### src/rtl/vga_ball_render_if.sv
// vga_ball_render_if: ball state from the PS/2 controller in, VGA pins and frame marker out.
interface vga_ball_render_if;
    logic [10:0] ball_x;
    logic [10:0] ball_y;
    logic [2:0]  radius;
    logic [1:0]  color;
    logic        vga_hsync;
    logic        vga_vsync;
    logic        vga_r;
    logic        vga_g;
    logic        vga_b;
    logic        frame_start;
    modport master (
        output ball_x, ball_y, radius, color,
        input  vga_hsync, vga_vsync, vga_r, vga_g, vga_b, frame_start
    );
    modport slave (
        input  ball_x, ball_y, radius, color,
        output vga_hsync, vga_vsync, vga_r, vga_g, vga_b, frame_start
    );
endinterface

### src/rtl/vga_ball_render.sv
// vga_ball_render: 640x480@60 VGA timing with a once-per-frame ball snapshot and a
// 3-stage offset/square/compare pixel pipeline; syncs ride the same pipeline.
module vga_ball_render #(
    parameter int CLK_DIV = 2,
    parameter int R_STEP  = 5,
    parameter int PLAY_X0 = 50,
    parameter int PLAY_X1 = 590,
    parameter int PLAY_Y0 = 50,
    parameter int PLAY_Y1 = 430
) (
    input logic              CLK,
    input logic              reset,
    vga_ball_render_if.slave bus
);
    localparam int DW = CLK_DIV > 1 ? $clog2(CLK_DIV) : 1;
    localparam logic [9:0] X0 = 10'(PLAY_X0);
    localparam logic [9:0] X1 = 10'(PLAY_X1);
    localparam logic [9:0] Y0 = 10'(PLAY_Y0);
    localparam logic [9:0] Y1 = 10'(PLAY_Y1);

    logic [DW-1:0]      div;
    logic [9:0]         h_cnt, v_cnt;
    logic [10:0]        snap_x, snap_y;
    logic [2:0]         snap_radius;
    logic [1:0]         snap_color;
    logic [10:0]        s1_adx, s1_ady;
    logic [5:0]         s1_r;
    logic [3:0]         s1_f, s2_f;
    logic [21:0]        s2_dx2, s2_dy2;
    logic [11:0]        s2_r2;
    logic               pix_tick, h_last, v_last, snap, in_ball;
    logic signed [11:0] dx, dy;
    logic [10:0]        adx, ady;
    logic [3:0]         f_raw;
    logic [22:0]        dist2;
    logic [2:0]         col_rgb, rgb_next;

    always_comb begin
        pix_tick = div == DW'(CLK_DIV - 1);
        h_last   = h_cnt == 10'd799;
        v_last   = v_cnt == 10'd524;
        snap     = pix_tick && h_cnt == 10'd0 && v_cnt == 10'd490;
        dx       = {2'b00, h_cnt} - {1'b0, snap_x};
        dy       = {2'b00, v_cnt} - {1'b0, snap_y};
        adx      = dx[11] ? 11'(-dx) : dx[10:0];
        ady      = dy[11] ? 11'(-dy) : dy[10:0];
        // flag order: {vis, border, hsync, vsync}
        f_raw    = {h_cnt < 10'd640 && v_cnt < 10'd480,
                    !(h_cnt >= X0 && h_cnt < X1 && v_cnt >= Y0 && v_cnt < Y1),
                    !(h_cnt >= 10'd656 && h_cnt < 10'd752),
                    !(v_cnt >= 10'd490 && v_cnt < 10'd492)};
        dist2    = {1'b0, s2_dx2} + {1'b0, s2_dy2};
        in_ball  = dist2 <= {11'b0, s2_r2};
        col_rgb  = {snap_color == 2'd1, snap_color == 2'd2, snap_color == 2'd3};
        rgb_next = !s2_f[3] ? 3'b000 : in_ball ? col_rgb : s2_f[2] ? 3'b111 : 3'b000;
    end

    always_ff @(posedge CLK or negedge reset) begin
        if (!reset) begin
            div             <= '0;
            h_cnt           <= '0;
            v_cnt           <= '0;
            snap_x          <= 11'd320;
            snap_y          <= 11'd240;
            snap_radius     <= '0;
            snap_color      <= 2'd1;
            s1_adx          <= '0;
            s1_ady          <= '0;
            s1_r            <= '0;
            s1_f            <= 4'b0011;
            s2_dx2          <= '0;
            s2_dy2          <= '0;
            s2_r2           <= '0;
            s2_f            <= 4'b0011;
            bus.vga_hsync   <= 1'b1;
            bus.vga_vsync   <= 1'b1;
            bus.vga_r       <= 1'b0;
            bus.vga_g       <= 1'b0;
            bus.vga_b       <= 1'b0;
            bus.frame_start <= 1'b0;
        end else begin
            div             <= pix_tick ? '0 : div + 1'b1;
            bus.frame_start <= snap;
            if (snap) begin
                snap_x      <= bus.ball_x;
                snap_y      <= bus.ball_y;
                snap_radius <= bus.radius;
                snap_color  <= bus.color;
            end
            if (pix_tick) begin
                h_cnt  <= h_last ? '0 : h_cnt + 1'b1;
                if (h_last) v_cnt <= v_last ? '0 : v_cnt + 1'b1;
                s1_adx <= adx;
                s1_ady <= ady;
                s1_r   <= 6'(snap_radius * R_STEP);
                s1_f   <= f_raw;
                s2_dx2 <= 22'(s1_adx) * 22'(s1_adx);
                s2_dy2 <= 22'(s1_ady) * 22'(s1_ady);
                s2_r2  <= 12'(s1_r) * 12'(s1_r);
                s2_f   <= s1_f;
                {bus.vga_r, bus.vga_g, bus.vga_b} <= rgb_next;
                bus.vga_hsync <= s2_f[1];
                bus.vga_vsync <= s2_f[0];
            end
        end
    end
endmodule
### src/flat_wrapper.sv
// flat-port wrapper written by rule: the top's interface ports become plain ports
module vga_ball_render_flat 
#(
    parameter int CLK_DIV = 2,
    parameter int R_STEP  = 5,
    parameter int PLAY_X0 = 50,
    parameter int PLAY_X1 = 590,
    parameter int PLAY_Y0 = 50,
    parameter int PLAY_Y1 = 430
)
  (CLK, reset, bus_ball_x, bus_ball_y, bus_radius, bus_color, bus_vga_hsync, bus_vga_vsync, bus_vga_r, bus_vga_g, bus_vga_b, bus_frame_start);
  vga_ball_render_if bus_i ();
  input logic CLK;
  input logic reset;
  input wire logic [$bits(bus_i.ball_x)-1:0] bus_ball_x;
  input wire logic [$bits(bus_i.ball_y)-1:0] bus_ball_y;
  input wire logic [$bits(bus_i.radius)-1:0] bus_radius;
  input wire logic [$bits(bus_i.color)-1:0] bus_color;
  output wire logic [$bits(bus_i.vga_hsync)-1:0] bus_vga_hsync;
  output wire logic [$bits(bus_i.vga_vsync)-1:0] bus_vga_vsync;
  output wire logic [$bits(bus_i.vga_r)-1:0] bus_vga_r;
  output wire logic [$bits(bus_i.vga_g)-1:0] bus_vga_g;
  output wire logic [$bits(bus_i.vga_b)-1:0] bus_vga_b;
  output wire logic [$bits(bus_i.frame_start)-1:0] bus_frame_start;
  assign bus_i.ball_x = bus_ball_x;
  assign bus_i.ball_y = bus_ball_y;
  assign bus_i.radius = bus_radius;
  assign bus_i.color = bus_color;
  assign bus_vga_hsync = bus_i.vga_hsync;
  assign bus_vga_vsync = bus_i.vga_vsync;
  assign bus_vga_r = bus_i.vga_r;
  assign bus_vga_g = bus_i.vga_g;
  assign bus_vga_b = bus_i.vga_b;
  assign bus_frame_start = bus_i.frame_start;
  vga_ball_render #(.CLK_DIV(CLK_DIV), .R_STEP(R_STEP), .PLAY_X0(PLAY_X0), .PLAY_X1(PLAY_X1), .PLAY_Y0(PLAY_Y0), .PLAY_Y1(PLAY_Y1)) u_core (.CLK(CLK), .reset(reset), .bus(bus_i));
endmodule
### config.mk
export PLATFORM = sky130hd
export DESIGN_NAME = vga_ball_render_flat
export DESIGN_NICKNAME = d
export VERILOG_FILES = /design/src/rtl/vga_ball_render_if.sv /design/src/rtl/vga_ball_render.sv /design/src/flat_wrapper.sv
export SDC_FILE = /design/constraint.sdc
export NUM_CORES = 1
export LEC_CHECK = 0
export CORE_UTILIZATION = 55
export CTS_BUF_LIST = sky130_fd_sc_hd__clkbuf_4
export CTS_CLUSTER_SIZE = 24
export DETAILED_ROUTE_END_ITERATION = 7
export PLACE_DENSITY = 0.87
export RECOVER_POWER = 50
export SKIP_LAST_GASP = 1
export SLEW_MARGIN = 20
export SYNTH_ARGS = -nofsm -noshare
export SYNTH_HDL_FRONTEND = slang
export SYNTH_SLANG_ARGS = --single-unit
### constraint.sdc
create_clock -name CLK -period 5.53 [get_ports CLK]
set_clock_uncertainty 0.1 [all_clocks]
set_input_delay 1.106 -clock CLK [delete_from_list [all_inputs] [get_ports CLK]]
set_output_delay 1.106 -clock CLK [all_outputs]
set_load 0.05 [all_outputs]
==> results.md, run 1 <==
- Result of the run: finished, violations left
- Violated checks: max-capacitance violations, max-slew violations
- Global placer's final weighted congestion: about 0.90
- Cell class contributing the biggest share of worst-path delay: adder cells
- Post-Synth Simple-Gate Area: between 10% and 20%
- Maximum clock insertion buffer count: 2
- Post-Syn Area per Cell: 9.11 µm²
- Top cell types by occurrence after synthesis: sky130_fd_sc_hd__inv_1, sky130_fd_sc_hd__nand2_1, sky130_fd_sc_hd__ha_1, sky130_fd_sc_hd__fa_1, sky130_fd_sc_hd__dfrtp_1
- Count of input and output buffers: 34
- Width of the die: 171 µm
- Avg Vias per Cell: 5.63
- Critical path data arrival time: 5.81 ns
- Worst IR Drop VDD: between 0.1 and 0.15 mV
- Largest net degree at the start of global routing: ~110
- Clk root buf: sky130_fd_sc_hd__clkbuf_4
- Critical path type: reg2reg
- Worst Path Buf+Inv: 8
- Post-route ant nets: 0
- Measured slew at the worst slew-check pin: 2.59 ns
- Number of search-and-repair iterations in the first detailed-routing pass: 5
- Xor/xnor share of the synthesized area: 5.82%
- Cell count after synthesis: 1,719
- Final setup fails: 0
- Number of flops mapped to enable cells by yosys: 0
- Die Outline Area: 29,100 µm²
- Launch instance of the worst min-delay path: u_core.snap_y[6]$_DFFE_PN1P_
- Synthesized flop and latch total: 143
- First-iteration detailed-routing DRC count: 683
- CTS tree: built
- Most instantiated flip-flop cell in the synthesis netlist: sky130_fd_sc_hd__dfrtp_1
- Synth Area in Compound Gates: between 10 and 15%
- TritonCTS buffer count: 17
- Number of nets in the layout: 2,118
- Average wire per cell in the routed design: 15.6 µm
- Die H: between 150 and 200 µm
- Residual overflow from global routing: 0
- Layout cells sized above 1: between 10% and 20%
- Number of top-level design ports: 35
- Clock Latency Late Sink: 0.58 ns
- Largest cells by area after synthesis: sky130_fd_sc_hd__dfrtp_1, sky130_fd_sc_hd__fa_1, sky130_fd_sc_hd__ha_1, sky130_fd_sc_hd__inv_1, sky130_fd_sc_hd__nand2_1
- Max Cap Viol: 2
- Number of warning messages in the yosys log: 0
- Layout filler cell count: ~2,200
- Worst min path class: reg2reg
- Multiplexer share of the synthesized area: approximately 4.1%
- Library cells used by synthesis: 74
- Hold Path Stages: 2
- Drc violations: 0
- Slowest Stage Delay on Critical Path: ~0.60 ns
- Worst rel slew slack: -72.8%
- Post-DP HPWL: roughly 26 mm
- Vias in the first global route: 12,396
- Largest area contributor in the synthesized netlist: sky130_fd_sc_hd__dfrtp_1
- Diode count: 0
- Slowest stage cell, crit path: sky130_fd_sc_hd__fa_1
- Starting utilization of the core area: 56.2%
- Number of max-slew violations in the final report: 146
- M2 GR Usage: 44.5%
- Launching instance or port of the critical path: u_core.s1_ady[3]$_DFFE_PN0P_
- Post-synthesis sequential area ratio: 23.0%
- Sort of element at the start of the critical path: flip-flop
- DP Area: 16,600 µm²
- Cell leakage power: 0.00845 µW
- Worst Path Required: 5.91 ns
- Post-synthesis adder-cell area fraction: a little under a third
- First-pass GRT wire length: 56.4 mm
- CP cell instances: nand2_2 -> fa_1 -> inv_2 -> fa_1 -> fa_1 -> fa_1 -> inv_1 -> fa_1 -> inv_2 -> ha_4 -> a21o_1 -> a21o_1 -> a21oi_2 -> o211ai_1 -> buf_4 -> buf_4 -> buf_4 -> buf_4 -> buf_4 -> a21o_1 -> a31o_2
- Shortest period the worst path allows: about 5.4 ns
- Type of destination of the critical path: flip-flop
- Register clock-pin slew on the reported worst setup and hold paths: about 0.15 ns
- FF-to-FF setup slack: 0.10 ns
- Crit-path max FO: 5
- Area of the core: around 28,000 µm²
- Area share of the largest cell type after synthesis: between 20% and 30%
- Achievable Freq: 184 MHz
- Total number of clock tree sinks: approximately 140
- Mapped cell area: ~16,000 µm²
- GRT Resource Usage Total: 24.1%
- Num rows: 61
- Power per unit of standard cell area: 106 nW/µm²
- Total wirelength of the detailed-routed design: 33.7 mm
- Part of the cycle the worst path needs: 98.2%
- Largest family of logic cells by synthesized area: adder cells
- Launch point of the worst reg-to-reg path: u_core.s1_ady[3]$_DFFE_PN0P_
- Met3 Track Usage GR: 2.59%
- Share of flip-flops with an asynchronous set or reset: 100%
- Global route hottest layer: met2
- Capture endpoint of the worst hold path: u_core.snap_y[6]$_DFFE_PN1P_
- Endpoint of the worst-slack reg-to-reg timing path: u_core.s2_dy2[15]$_DFFE_PN0P_
- Antenna violations before repair: 0
- Summed area of non-filler cells in the final layout: 17,200 µm²
- Via count: 12,189
- H-Tree Level Count: 4
- Final count of hold timing violations: 0
- Number of cells traversed by the worst register-to-register path: 21
- Worst hold slack: 0.361 ns
- RSZ-0062 raised after global routing: true
- Top-count cell post-synth: sky130_fd_sc_hd__inv_1
- Area Overhead vs Synth: 9.82%
- Met1 routing resource usage after global routing: 29.0%
metrics by stage:
step | TNS (ns) | std cells | setup WS, ns | utilization, % | power [µW]
floorplan | 0 | 1720 | 0.0177 | - | 1070
global placement | 0 | 2113 | 0.111 | 59.5 | 1110
detailed placement | -0.0842 | 2113 | -0.0842 | 59.5 | 1110
CTS | -0.00662 | 2153 | -0.00662 | 60.8 | 1840
global route | -0.470 | 2164 | -0.117 | 61.7 | 1890
finish | 0 | 2164 | 0.101 | 61.7 | 1830
state kept, by name, summed over array words and instances (netlist names), 2 cells and up:
register,cells
u_core.s1_r,6
u_core.snap_radius,3
u_core.s2_r2,11
u_core.snap_x,11
u_core.h_cnt,10
u_core.s1_adx,11
u_core.s2_f,4
u_core.s2_dy2,21
u_core.s1_ady,11
u_core.snap_y,11
u_core.v_cnt,10
u_core.s1_f,4
u_core.s2_dx2,21
u_core.snap_color,2
area by class of cell:
class,instances,area [µm²],area share (%)
clock buffers,17,128,0.742
clock inverters,15,174,1.01
inverters,265,995,5.79
multi-input cells,1255,11100,64.3
flip-flops and latches,143,3600,21.0
well taps,378,473,2.75
repair buffers,91,771,4.48
power breakdown:
part	switching [µW]	internal (µW)	total [µW]
Sequential	0.473	1050	1050
Clock	451	284	735
Combinational	25.8	19.6	45.5
per-layer routing:
| layer | vias up | routed length, µm |
|---|---|---|
| li1 | 5793 | - |
| met1 | 6019 | 13800 |
| met2 | 303 | 17900 |
| met3 | 74 | 1100 |
| met4 | 0 | 894 |
| met5 | - | 0 |
repair_timing:
item                                    4_1_cts  5_1_grt
gates resized for setup                       3       56
pin swaps                                     6       34
endpoints found under the setup margin        2       14
cloned                                        0        0
buffers inserted                              8       11
hold buffers                                  0        0
layout by cell type (no fill, tap or decap), types with 49 or more instances in the layout:
cell,count
sky130_fd_sc_hd__inv_1,259
sky130_fd_sc_hd__a21oi_1,77
sky130_fd_sc_hd__nor2_1,84
sky130_fd_sc_hd__nand2_1,192
sky130_fd_sc_hd__o21ai_0,49
sky130_fd_sc_hd__ha_1,168
sky130_fd_sc_hd__mux2_2,53
sky130_fd_sc_hd__and2_1,69
sky130_fd_sc_hd__buf_4,53
sky130_fd_sc_hd__fa_1,134
sky130_fd_sc_hd__dfrtp_1,124
sky130_fd_sc_hd__xnor2_1,76
kinds of logic (layout without fill, tap and decap cells):
| family | Yosys count | after routing |
|---|---|---|
| mux | 57 | 57 |
| simple gates | 494 | 494 |
| flops | 143 | 143 |
| fa+ha+maj | 316 | 316 |
| xor+xnor | 104 | 104 |
| buf+inv | 322 | 388 |
| other cells | 1 | 2 |
| compound gates | 282 | 282 |
worst max-delay path by stage:
stage,to,depth (start not counted)
2_1_floorplan,u_core.s2_dy2[21]$_DFFE_PN0P_,20
3_3_place_gp,u_core.s2_dy2[21]$_DFFE_PN0P_,20
3_5_place_dp,u_core.s2_dy2[21]$_DFFE_PN0P_,19
4_1_cts,u_core.s2_dy2[15]$_DFFE_PN0P_,21
5_1_grt,u_core.s2_dy2[14]$_DFFE_PN0P_,20
6_report,u_core.s2_dy2[15]$_DFFE_PN0P_,21
worst min-delay path, stage by stage, from the launching register on:
cell	delay, ns
sky130_fd_sc_hd__dfstp_2	0.40
sky130_fd_sc_hd__nand2_1	0.04
sky130_fd_sc_hd__nand2_1	0.04
No activity file was read; power rests on OpenSTA's default activity.
==> inputs of run 2 (changes only) <==
CTS_CLUSTER_DIAMETER = 30   (was unset)
==> results of run 2 <==
Same layout as run 1: the final DEF is identical, and so are final timing and power.
==> inputs of run 3 (changes only) <==
MAX_ROUTING_LAYER = met4   (was unset)
==> results.md, run 3 (synthesis results as in run 1) <==
- Result of the run: finished, violations left
- Violated checks: max-capacitance violations, max-slew violations
- Worst IR Drop VDD: 0.138 mV (-3.4%)
- Area occupied by multi-input gates: 11,000 µm² (-0.43%)
- Total number of clock tree sinks: 143 (unchanged)
- Reg area: 3610 µm² (+0.10%)
- Cell leakage power: 0.00843 µW (-0.24%)
- Avg Vias per Cell: 5.60 (-0.50%)
- Power per unit of standard cell area: 110 nW/µm² (+3.1%)
- Register clock-pin slew on the reported worst setup and hold paths: 0.13 ns (-0.02 ns)
- Capture endpoint of the worst hold path: u_core.snap_y[5]$_DFFE_PN1P_
- Number of search-and-repair iterations in the first detailed-routing pass: 7 (+2)
- Int Pwr: 1440 µW (+6.9%)
- Layout filler cell count: 2,158 (-0.32%)
- Highest-count cells in the layout ignoring fill and taps: sky130_fd_sc_hd__inv_1, sky130_fd_sc_hd__nand2_1, sky130_fd_sc_hd__ha_1, sky130_fd_sc_hd__fa_1, sky130_fd_sc_hd__dfrtp_1
- Largest net degree at the start of global routing: 106 (-0.93%)
- Final setup fails: 0 (unchanged)
- Shortest period the worst path allows: 5.38 ns (-0.0513 ns)
- Num rows: 61 (unchanged)
- Launch instance of the worst min-delay path: u_core.snap_y[5]$_DFFE_PN1P_
- Top routing layer used: met4
- GRT Resource Usage Total: 25.2% (+1.1 points)
- Fraction of power consumed by sequential logic: 55.8% (-1.5 points)
- First-pass GRT wire length: 57.3 mm (+1.6%)
- Average wire per cell in the routed design: 15.5 µm (-0.45%)
- Setup WS post-layout: 0.152 ns (+0.0513 ns)
- FF-to-FF setup slack: 0.15 ns (+0.05 ns)
- Die Outline Area: 29,100 µm² (unchanged)
- Antenna violations before repair: 1 (+1)
- Number of top-level design ports: 35 (unchanged)
- Number of buffers inserted for hold repair after clock tree synthesis: 0 (unchanged)
- Number of cells traversed by the worst register-to-register path: 20 (-4.8%)
- Total wirelength of the detailed-routed design: 33.4 mm (-0.86%)
- Net switching power figure: 432 µW (-9.5%)
- Part of the cycle the worst path needs: 97.2% (-0.93 points)
- Area of the core: 27,900 µm² (unchanged)
- Largest registers in the final layout: u_core.s2_dx2 (21), u_core.s2_dy2 (21)
- TritonCTS buffer count: 17 (unchanged)
- Fin Setup TNS: 0 ns (unchanged)
- Measured slew at the worst slew-check pin: 2.58 ns (-0.0118 ns)
- Global placer's final weighted congestion: 0.901 (+0.63%)
- Net Sw Frac: 23.0% (-3.1 points)
- Hold Path Stages: 2 (unchanged)
- Count of input and output buffers: 34 (unchanged)
- Endpoint of the worst-slack reg-to-reg timing path: u_core.s2_dx2[15]$_DFFE_PN0P_
- Drc violations: 0 (unchanged)
- Clk root buf: sky130_fd_sc_hd__clkbuf_4
- Number of nets in the layout: 2,108 (-0.47%)
- Achievable Freq: 186 MHz (+0.95%)
- Layout cells sized above 1: 12.3% (-0.94 points)
- Critical path type: reg2reg
- Final count of hold timing violations: 0 (unchanged)
- Met3 layer wire length in the routed design: 1.26 mm (+14%)
- Worst min path class: reg2reg
- Vias in the first global route: 12,512 (+0.94%)
- Clock Latency Late Sink: 0.57 ns (about the same)
- H-Tree Level Count: 4 (unchanged)
- Via count: 12,078 (-0.91%)
- Share of power burned in combinational logic: 2.4% (about the same)
- First-iteration detailed-routing DRC count: 589 (-14%)
- Maximum clock insertion buffer count: 2 (unchanged)
- Worst rel slew slack: -72.0% (+0.79 points)
- Part of the power in the clock network: 41.8% (+1.6 points)
- Worst Path Required: 5.90 ns (about the same)
- Die H: 171 µm (unchanged)
- Launch point of the worst reg-to-reg path: u_core.s1_adx[7]$_DFFE_PN0P_
- Max Cap Viol: 2 (unchanged)
- Crit-path max FO: 7 (+2)
- Overall power after layout: 1880 µW (+2.6%)
- Worst-case setup slack after placement: -0.0519 ns (+0.0322 ns)
- Sort of element at the start of the critical path: flip-flop
- Final Core Density: 61.4% (-0.29 points)
- Area Overhead vs Synth: 9.30%
- Met1 Wirelength: 13.8 mm (+0.15%)
- Starting utilization of the core area: 56.2% (unchanged)
- Met2 routed wirelength: 17.5 mm (-2.3%)
- Number of max-slew violations in the final report: 146 (unchanged)
- Residual overflow from global routing: 0 (unchanged)
- CTS tree: built
- Post-route ant nets: 0 (unchanged)
- Post-DP HPWL: 26.3 mm (+1.1%)
- Most common cell after layout, fill and taps aside: sky130_fd_sc_hd__inv_1
- Type of destination of the critical path: flip-flop
- Critical path data arrival time: 5.74 ns (-0.07 ns)
- Width of the die: 171 µm (unchanged)
- Worst hold slack: 0.364 ns (+0.00345 ns)
run 3: worst max path at each step:
stage               depth (start not counted)                          start                       endpoint
floorplan                                  20   u_core.s1_ady[2]$_DFFE_PN0P_  u_core.s2_dy2[21]$_DFFE_PN0P_
global placement                           19  u_core.s1_ady[10]$_DFFE_PN0P_  u_core.s2_dy2[21]$_DFFE_PN0P_
detailed placement                         17  u_core.s1_adx[10]$_DFFE_PN0P_  u_core.s2_dx2[21]$_DFFE_PN0P_
CTS                                        18   u_core.s1_adx[6]$_DFFE_PN0P_  u_core.s2_dx2[21]$_DFFE_PN0P_
global route                               17   u_core.s1_ady[2]$_DFFE_PN0P_  u_core.s2_dy2[14]$_DFFE_PN0P_
finish                                     20   u_core.s1_adx[7]$_DFFE_PN0P_  u_core.s2_dx2[15]$_DFFE_PN0P_
run 3: what timing repair did:
action                                  CTS  global route
buffers inserted                          0            10
endpoints found under the setup margin    4            11
pin swaps                                 0            30
hold endpoints to repair                  0             0
resized for setup                         5            46
run 3: per-stage QoR:
step / instances / cell area, µm²
final: 2155 / 17100
after global routing: 2155 / 17100
after CTS: 2144 / 16900
after detailed placement: 2112 / 16600
after global placement: 2112 / 16600
after floorplan: 1720 / 15700
run 3: area by class of cell:
| class | count | area share, % |
|---|---|---|
| Antenna cell | 1 | 0.0146 |
| Clock buffer | 20 | 0.877 |
| Clock inverter | 12 | 1.09 |
| Inverter | 265 | 5.81 |
| Multi-Input combinational cell | 1255 | 64.3 |
| Sequential cell | 143 | 21.1 |
| Tap cell | 378 | 2.76 |
| Timing Repair Buffer | 81 | 4.07 |
run 3: power by group through the flow:
stage               registers (µW)  clock network (µW)  logic, µW
floorplan                     1070                   0       5.35
global route                  1050                 841       52.6
global placement              1070                   0       46.7
detailed placement            1070                   0       47.5
CTS                           1050                 793       47.7
finish                        1050                 783       45.4
run 3: worst max-delay path: stages (launching register included):
cell and delay [ns]:
sky130_fd_sc_hd__dfrtp_1 0.44, sky130_fd_sc_hd__buf_4 0.19, sky130_fd_sc_hd__and2_1 0.19, sky130_fd_sc_hd__fa_1 0.50, sky130_fd_sc_hd__inv_1 0.05, sky130_fd_sc_hd__fa_1 0.48
sky130_fd_sc_hd__inv_1 0.06, sky130_fd_sc_hd__fa_1 0.51, sky130_fd_sc_hd__fa_1 0.54, sky130_fd_sc_hd__inv_1 0.05, sky130_fd_sc_hd__fa_1 0.53, sky130_fd_sc_hd__inv_1 0.04
sky130_fd_sc_hd__ha_2 0.20, sky130_fd_sc_hd__nor3_2 0.15, sky130_fd_sc_hd__o211ai_1 0.12, sky130_fd_sc_hd__and2_1 0.21, sky130_fd_sc_hd__a21o_1 0.20, sky130_fd_sc_hd__a21oi_2 0.20
sky130_fd_sc_hd__o21bai_1 0.11, sky130_fd_sc_hd__xor2_1 0.15, sky130_fd_sc_hd__mux2_2 0.26
run 3: metal layers:
layer	vias to the layer above	global-route usage [%]
li1	5761	-
met1	5914	29.8
met2	321	44.1
met3	82	2.98
met4	0	9.01
met5	-	-
